File: config.mk
export PLATFORM = sky130hd
export DESIGN_NAME = tdm_mux_8to1
export DESIGN_NICKNAME = d
export VERILOG_FILES = /design/src/rtl/tdm_pkg.sv /design/src/rtl/rr_next_sel.sv /design/src/rtl/tdm_mux_8to1.sv
export SDC_FILE = /design/constraint.sdc
export NUM_CORES = 1
export LEC_CHECK = 0
export CORE_AREA = 2 2 40 42
export CTS_CLUSTER_SIZE = 24
export DETAILED_ROUTE_END_ITERATION = 7
export DIE_AREA = 0 0 42 44
export GPL_ROUTABILITY_DRIVEN = 0
export GPL_TIMING_DRIVEN = 0
export PLACE_DENSITY = 0.77
export SLEW_MARGIN = 40
export SYNTH_ARGS = -nofsm -noshare
export SYNTH_HDL_FRONTEND = slang
export SYNTH_SLANG_ARGS = --single-unit
File: constraint.sdc
create_clock -name clk -period 3.25 [get_ports clk]
set_input_delay 0.8125 -clock clk [delete_from_list [all_inputs] [get_ports clk]]
set_output_delay 0.8125 -clock clk [all_outputs]
set_load 0.01 [all_outputs]
File: src/rtl/tdm_pkg.sv
// Shared constants, FSM state type and the cyclic slot search used by the
// 8-to-1 TDM multiplexer.
package tdm_pkg;

  localparam int NCH   = 8;
  localparam int SEL_W = 3;

  typedef enum logic {
    IDLE = 1'b0,
    SCAN = 1'b1
  } tdm_state_e;

  // Returns {any, slot}: first requesting slot after ptr, wrapping round to ptr itself last.
  function automatic logic [SEL_W:0] next_slot(input logic [SEL_W-1:0] ptr,
                                               input logic [NCH-1:0]   req);
    logic [SEL_W:0]   r;
    logic [SEL_W-1:0] idx;
    r = '0;
    for (int k = NCH; k >= 1; k--) begin
      idx = ptr + SEL_W'(k);
      if (req[idx]) r = {1'b1, idx};
    end
    return r;
  endfunction

endpackage

File: src/rtl/rr_next_sel.sv
// Combinational cyclic priority finder: nearest requesting channel after ptr,
// with ptr itself as the lowest-priority candidate.
module rr_next_sel
  import tdm_pkg::*;
(
  input  logic [SEL_W-1:0] ptr,
  input  logic [NCH-1:0]   req,
  output logic [SEL_W-1:0] nxt,
  output logic             any
);

  assign {any, nxt} = next_slot(ptr, req);

endmodule

File: src/rtl/tdm_mux_8to1.sv
// Registered 8-to-1 TDM multiplexer emitting one channel word plus slot index per clock.
// Define TDM_SKIP_IDLE_EN to compact the scan onto requesting channels only.
module tdm_mux_8to1
  import tdm_pkg::*;
#(
  parameter int DATA_W = 1
) (
  input  logic                  clk,
  input  logic                  rst_n,
  input  logic                  en,
  input  logic [NCH*DATA_W-1:0] i,
  input  logic [NCH-1:0]        req,
  output logic [DATA_W-1:0]     y,
  output logic [SEL_W-1:0]      s,
  output logic                  valid,
  output logic                  frame,
  output tdm_state_e            dbg_state
);

  // Handshake: valid=1 marks y/s as a requested beat; the sink has no ready and
  // must accept every cycle. frame marks the first beat of each frame.
  tdm_state_e        state_q, state_d;
  logic [SEL_W-1:0]  ptr_q, ptr_d;
  logic [DATA_W-1:0] y_q, y_d;
  logic [SEL_W-1:0]  s_q, s_d;
  logic              valid_q, valid_d;
  logic              frame_q, frame_d;

`ifdef TDM_SKIP_IDLE_EN
  // first_q: next beat is the first after IDLE, so search starts at slot 0 and it always pulses frame.
  logic              first_q, first_d;
  logic [SEL_W-1:0]  base;
  logic [SEL_W-1:0]  nxt;
  logic              any;
  logic              wrap;

  assign base = first_q ? SEL_W'(NCH - 1) : ptr_q;
  assign wrap = first_q || (nxt <= s_q);

  rr_next_sel u_rr (
    .ptr (base),
    .req (req),
    .nxt (nxt),
    .any (any)
  );
`endif

  always_comb begin
    state_d = state_q;
    ptr_d   = ptr_q;
    y_d     = y_q;
    s_d     = s_q;
    valid_d = 1'b0;
    frame_d = 1'b0;
`ifdef TDM_SKIP_IDLE_EN
    first_d = first_q;
`endif
    case (state_q)
      IDLE: begin
        ptr_d = '0;
        if (en) begin
          state_d = SCAN;
`ifdef TDM_SKIP_IDLE_EN
          first_d = 1'b1;
`endif
        end
      end
      default: begin
`ifdef TDM_SKIP_IDLE_EN
        // A wrap opens a new frame, so stopping here leaves the previous frame whole.
        if (any) begin
          if (wrap && !first_q && !en) begin
            state_d = IDLE;
            ptr_d   = '0;
          end else begin
            y_d     = i[nxt*DATA_W +: DATA_W];
            s_d     = nxt;
            valid_d = 1'b1;
            frame_d = wrap;
            ptr_d   = nxt;
            first_d = 1'b0;
          end
        end
`else
        y_d     = i[ptr_q*DATA_W +: DATA_W];
        s_d     = ptr_q;
        valid_d = req[ptr_q];
        frame_d = (ptr_q == '0);
        ptr_d   = ptr_q + 1'b1;
        if (ptr_q == SEL_W'(NCH - 1) && !en) state_d = IDLE;
`endif
      end
    endcase
  end

  always_ff @(posedge clk or negedge rst_n) begin
    if (!rst_n) begin
      state_q <= IDLE;
      ptr_q   <= '0;
      y_q     <= '0;
      s_q     <= '0;
      valid_q <= 1'b0;
      frame_q <= 1'b0;
`ifdef TDM_SKIP_IDLE_EN
      first_q <= 1'b0;
`endif
    end else begin
      state_q <= state_d;
      ptr_q   <= ptr_d;
      y_q     <= y_d;
      s_q     <= s_d;
      valid_q <= valid_d;
      frame_q <= frame_d;
`ifdef TDM_SKIP_IDLE_EN
      first_q <= first_d;
`endif
    end
  end

  assign y         = y_q;
  assign s         = s_q;
  assign valid     = valid_q;
  assign frame     = frame_q;
  assign dbg_state = state_q;

endmodule
==> metrics.md, run 1 <==
| Metric | Value |
|---|---|
| CTS Buf Count | `3` |
| Layout Skew | `5.10 ps` |
| Dominant cell type by area after synthesis | `dfrtp_1` |
| Sw Ratio | `31.1%` |
| Max stage delay cell, worst path | `clkdlybuf4s50_1` |
| Inserted Diodes | `0` |
| Count of final setup violators | `0` |
| Utilization after layout | `58.3%` |
| Storage cell area | `250 um2` |
| I/O pins | `26` |
| Initial core utilization | `36.7%` |
| Cell leakage power | `0.373 nW` |
| CTS Root Cell | `clkbuf_4` |
| Total grt overflow | `0` |
| Postcts setup bufs | `0` |
| Cell area after synthesis | `520 um2` |
| Layout cell share with drive strength beyond 1 | `13.0%` |
| TritonCTS clock tree | `yes` |
| Worst path cell trace | `clkdlybuf4s50_1` |
| Fmax | `498 MHz` |
| Slew HR | `70.7%` |
| Power share of the clock group | `16.5%` |
| Peak VDD IR | `533 uV` |
| DR vias | `406` |
| Commonest cells after routing, fill and taps aside | `25 x clkdlybuf4s50_1, 10 x dfrtp_1, 4 x inv_1` |
| Initial antenna violation count | `0` |
| Htree depth | `1` |
| GRT Total Usage | `13.0%` |
| Comb pwr share | `48.2%` |
| Cell Int Power | `455 uW` |
| Nets | `92` |
| Final Cycle Share | `61.8%` |
| Vias in the first global route | `405` |
| WP data arrival | `1190 ps` |
| Initial drt markers | `4` |
| WL final | `998 um` |
| Max Cap Viol | `0` |
| PD cells | `799 nW/um2` |
| Filler instances | `122` |
| Share of power burned in registers | `35.3%` |
| Die height | `44 um` |
| Hold WC Path Type | `reg2reg` |
| Drt drc | `0` |
| DR vias/cell | `4.78` |
| CORE AREA | `1420 um2` |
| Flip-flop and latch count after synthesis | `10` |
| Buffers plus inverters on the worst setup path | `1` |
| Post-synthesis sequential area ratio | `48.1%` |
| Pre-CTS setup slack | `1120 ps` |
| R2R Setup Slk | `1780 ps` |
| CP top delay family | `buffers and inverters` |
| Min setup slack post-route | `1240 ps` |
| Final count of pins violating max slew | `0` |
| HPWL after detailed placement | `820 um` |
| Num rows | `14` |
| Wire per inst | `11.7 um` |
| Most common cell after layout, fill and taps aside | `clkdlybuf4s50_1` |
| Largest cells by area after synthesis | `dfrtp_1 48%, mux4_1 10%, ha_1 7.2%, mux2_2 4.3%, mux4_2 4.3%` |
| RSZ-0062 raised after global routing | `false` |
| Slew @ Worst Pin | `438 ps` |
| Sw Pwr | `205 uW` |
| Post-route ant nets | `0` |
| # clock sinks | `10` |
| Die width | `42 um` |
| Nature of the critical path startpoint | `register` |
| Global-route wire length before repair | `1.65 mm` |
| Synth Instances | `40` |
| Synth Net Count | `62` |
| Clock latency on the worst-skew pair | `260 ps` |
| Final min period | `2010 ps` |
| Post-CTS Hold Fix Bufs | `0` |
| Post-CTS sizing | `0` |
| Largest net degree at the start of global routing | `11` |
| Area Overhead vs Synth | `58.9%` |
| Max incr delay on CP | `550 ps` |
| Synth Area per Inst | `13.0 um2` |
| Status | `finished clean` |
| Crit-path max FO | `4` |
| Die area | `1850 um2` |
| Distinct cells, synth | `21` |
| Syn. warnings | `0` |
| Area share of the largest cell type after synthesis | `48.1%` |
| IO Port Bufs | `25` |
| Worst Path Required | `2440 ps` |
| Footprint of the multi-input gates | `246 um2` |
| Final Hold Viols | `0` |
| Fin Setup TNS | `0 ps` |
| Crit path kind | `reg2out` |
| Clock-pin slew on the worst setup and hold paths | `60 ps` |
| Max clock buf depth | `2` |
| 1st-pass router iterations | `2` |
| CP Capture Type | `output port` |
[Yosys cell counts]
cell / instances
or3_1: 1
mux4_2: 1
nand2b_1: 1
nand2_1: 1
nand4_1: 1
or3_2: 1
nor2b_1: 1
clkbuf_1: 1
mux4_1: 2
mux2_2: 2
ha_1: 3
mux2i_1: 2
and2_1: 2
nand3b_1: 1
buf_2: 1
dfrtp_1: 10
inv_1: 4
a21o_1: 2
and3b_1: 1
o21ai_0: 1
and3_1: 1
[final cells by class]
cell class	count	share of cell area [%]
Sequential cell	10	30.3
Multi-Input combinational cell	24	29.8
Timing Repair Buffer	25	30.3
Clock buffer	4	4.39
Tap cell	16	2.42
Inverter	4	1.82
Buffer	2	1.06
[through the flow]
stage / power (mW) / cell area [um2] / cells / hold WS [ps]
CTS: 0.672 / 827 / 85 / 513
floorplan: 0.415 / 520 / 40 / 517
global placement: 0.550 / 791 / 81 / 495
global route: 0.710 / 827 / 85 / 536
detailed placement: 0.559 / 791 / 81 / 499
finish: 0.661 / 827 / 85 / 506
[state kept, by name (all words and copies together), names as in the netlist]
register and flops:
dbg_state 1, y 1, frame 1, s 3, ptr_q 3, valid 1
[cells by family (layout without fill, tap and decap cells)]
family / Yosys count / after routing / synth area share (%)
multiplexers: 7 / 7 / 22.6
adder cells (fa/ha/maj): 3 / 3 / 7.21
flip-flops: 10 / 10 / 48.1
AO/OA/AOI/OAI: 3 / 3 / 3.84
buffers and inverters: 6 / 35 / 4.56
AND/OR/NAND/NOR: 11 / 11 / 13.7
[power by group through the flow]
stage                     combinational (mW)  sequential (mW)  clock, mW
after floorplan                        0.168            0.248          0
after global placement                 0.315            0.235          0
after detailed placement               0.320            0.239          0
after CTS                              0.324            0.235      0.113
after global routing                   0.348            0.244      0.119
final                                  0.318            0.233      0.109
[path summary, 6_finish.rpt]
check                               startpoint                   to  cells past startpoint
max in group asynchronous                rst_n  dbg_state$_DFF_PN0_                      1
setup / recovery           dbg_state$_DFF_PN0_            dbg_state                      1
hold / removal                s[1]$_DFFE_PN0P_     s[1]$_DFFE_PN0P_                      1
hold reg to reg               s[1]$_DFFE_PN0P_     s[1]$_DFFE_PN0P_                      1
setup reg to reg            ptr_q[1]$_DFF_PN0_      valid$_DFF_PN0_                      3
min in group asynchronous                rst_n   ptr_q[1]$_DFF_PN0_                      1
[routing by layer]
metal  share of wire, %  global-route usage [%]  vias up  wire length, um
met2                 52                    22.2       16              514
met1                 40                    12.8      184              396
met4                2.3                    7.74        0               23
met5                  0                       0        -                0
li1                   -                       -      202                -
met3                6.3                    6.25        4               63
(Power assumes the default switching activity.)
==> inputs of run 2 (changes only) <==
- CORE_AREA: 2 2 40 42 -> 2 2 43 45
- DIE_AREA: 0 0 42 44 -> 0 0 45 47
- PLACE_DENSITY: 0.77 -> 0.7
- clock period: 3.25 -> 1.61 ns (I/O delays scaled with it)
==> metrics.md, run 2 (synthesis gave the netlist of run 1 again) <==
| Metric | Value |
|---|---|
| Final Hold Viols | `0` |
| Initial drt markers | `2` |
| # clock sinks | `10` |
| Final count of pins violating max slew | `0` |
| Crit path kind | `reg2out` |
| Drt drc | `0` |
| FF-to-FF Start | `ptr_q[1]$_DFF_PN0_` |
| Max stage delay cell, worst path | `clkdlybuf4s50_1` |
| CTS Buf Count | `3` |
| Commonest cells after routing, fill and taps aside | `24 x clkdlybuf4s50_1, 10 x dfrtp_1, 4 x inv_1` |
| Inserted Diodes | `0` |
| Die height | `47 um` |
| WL met3 | `54 um` |
| Vias in the first global route | `380` |
| Fin Setup TNS | `0 ps` |
| Tot Pwr | `1.27 mW` |
| CTS Root Cell | `clkbuf_4` |
| Clock-pin slew on the worst setup and hold paths | `60 ps` |
| Peak VDD IR | `747 uV` |
| 1st-pass router iterations | `3` |
| R2R Setup Slk | `160 ps` |
| Fmax | `650 MHz` |
| Post-Route M1 WL | `458 um` |
| CP Capture Type | `output port` |
| Pre-CTS setup slack | `-109 ps` |
| TritonCTS clock tree | `yes` |
| Utilization after layout | `49.5%` |
| Final Cycle Share | `95.5%` |
| Worst path cell trace | `clkdlybuf4s50_1` |
| Layout Skew | `7.10 ps` |
| Wire per inst | `12.4 um` |
| Clock latency on the worst-skew pair | `260 ps` |
| Sw Ratio | `32.2%` |
| Max Cap Viol | `0` |
| Most common cell after layout, fill and taps aside | `clkdlybuf4s50_1` |
| Slew @ Worst Pin | `456 ps` |
| HPWL after detailed placement | `815 um` |
| I/O pins | `26` |
| Cell Int Power | `864 uW` |
| CORE AREA | `1650 um2` |
| Uppermost layer routed | `met4` |
| Largest net degree at the start of global routing | `11` |
| Initial core utilization | `31.5%` |
| Comb pwr share | `50.5%` |
| Layout cell share with drive strength beyond 1 | `11.8%` |
| WL final | `1.05 mm` |
| Worst Path Required | `1210 ps` |
| Placed cell count | `82` |
| Status | `finished clean` |
| DR vias | `413` |
| Max clock buf depth | `2` |
| Final min period | `1540 ps` |
| Nature of the critical path startpoint | `register` |
| Finished Cell Area | `817 um2` |
| GRT Total Usage | `11.3%` |
| RSZ-0062 raised after global routing | `false` |
| Share of power burned in registers | `36.8%` |
| DR vias/cell | `4.86` |
| Die width | `45 um` |
| Htree depth | `1` |
| CP top delay family | `buffers and inverters` |
| Crit-path max FO | `2` |
| Area Overhead vs Synth | `57.0%` |
| IO Port Bufs | `25` |
| Hold Slack | `457 ps` |
| Num rows | `15` |
| Post-CTS Hold Fix Bufs | `0` |
| Postcts setup bufs | `0` |
| Min setup slack post-route | `71.8 ps` |
| Die area | `2120 um2` |
| Max incr delay on CP | `530 ps` |
| PD cells | `1560 nW/um2` |
| Global-route wire length before repair | `1.63 mm` |
| Cell leakage power | `0.367 nW` |
| DR WL met2 | `526 um` |
| Initial antenna violation count | `0` |
| Count of final setup violators | `0` |
| Post-route ant nets | `0` |
| Filler instances | `154` |
| WP data arrival | `1140 ps` |
| Sw Pwr | `410 uW` |
| Slew HR | `69.5%` |
| Buffers plus inverters on the worst setup path | `1` |
| Worst R2R End | `valid$_DFF_PN0_` |
| R2R cell count | `3` |
| Power share of the clock group | `12.8%` |
| Hold WC Path Type | `in2async` |
| Nets | `92` |
| DP Area | `792 um2` |
| Finished Layout Cells | `85` |
| Total grt overflow | `0` |
## run 2: layout make-up
class                      count  area (um2)  share of cell area (%)
inverter                       4        15.0                    1.84
tap                           17        21.3                    2.60
multi-input combinational     24         246                    30.2
sequential                    10         250                    30.6
clock buffer                   3        22.5                    2.76
buffer                         2        8.76                    1.07
timing repair buffer          25         253                    30.9
## run 2: power by group through the flow
| stage | sequential, mW | combinational [mW] | clock, mW |
|---|---|---|---|
| final | 0.468 | 0.643 | 0.163 |
| after global routing | 0.488 | 0.698 | 0.183 |
| after CTS | 0.473 | 0.654 | 0.175 |
| after detailed placement | 0.477 | 0.650 | 0 |
| after global placement | 0.476 | 0.634 | 0 |
| after floorplan | 0.500 | 0.338 | 0 |
## run 2: repair_timing
item,CTS,global route
gates resized for setup,0,1
endpoints found under the hold margin,0,0
endpoints found under the setup margin,0,1
## run 2: per-layer routing
layer | global-route usage (%) | up-vias
li1 | - | 201
met2 | 18.0 | 8
met1 | 12.5 | 202
met5 | 0 | -
met3 | 5.77 | 2
met4 | 5.29 | 0
## run 2: worst max path at each step
stage	cells after the start	end	startpoint	slack, ps
2_1_floorplan	3	valid$_DFF_PN0_	ptr_q[1]$_DFF_PN0_	250
3_3_place_gp	4	valid$_DFF_PN0_	req[7]	-90
3_5_place_dp	4	valid$_DFF_PN0_	req[7]	-110
4_1_cts	1	dbg_state	dbg_state$_DFF_PN0_	20
5_1_grt	1	s[2]	s[2]$_DFFE_PN0P_	20
6_report	1	s[2]	s[2]$_DFFE_PN0P_	70
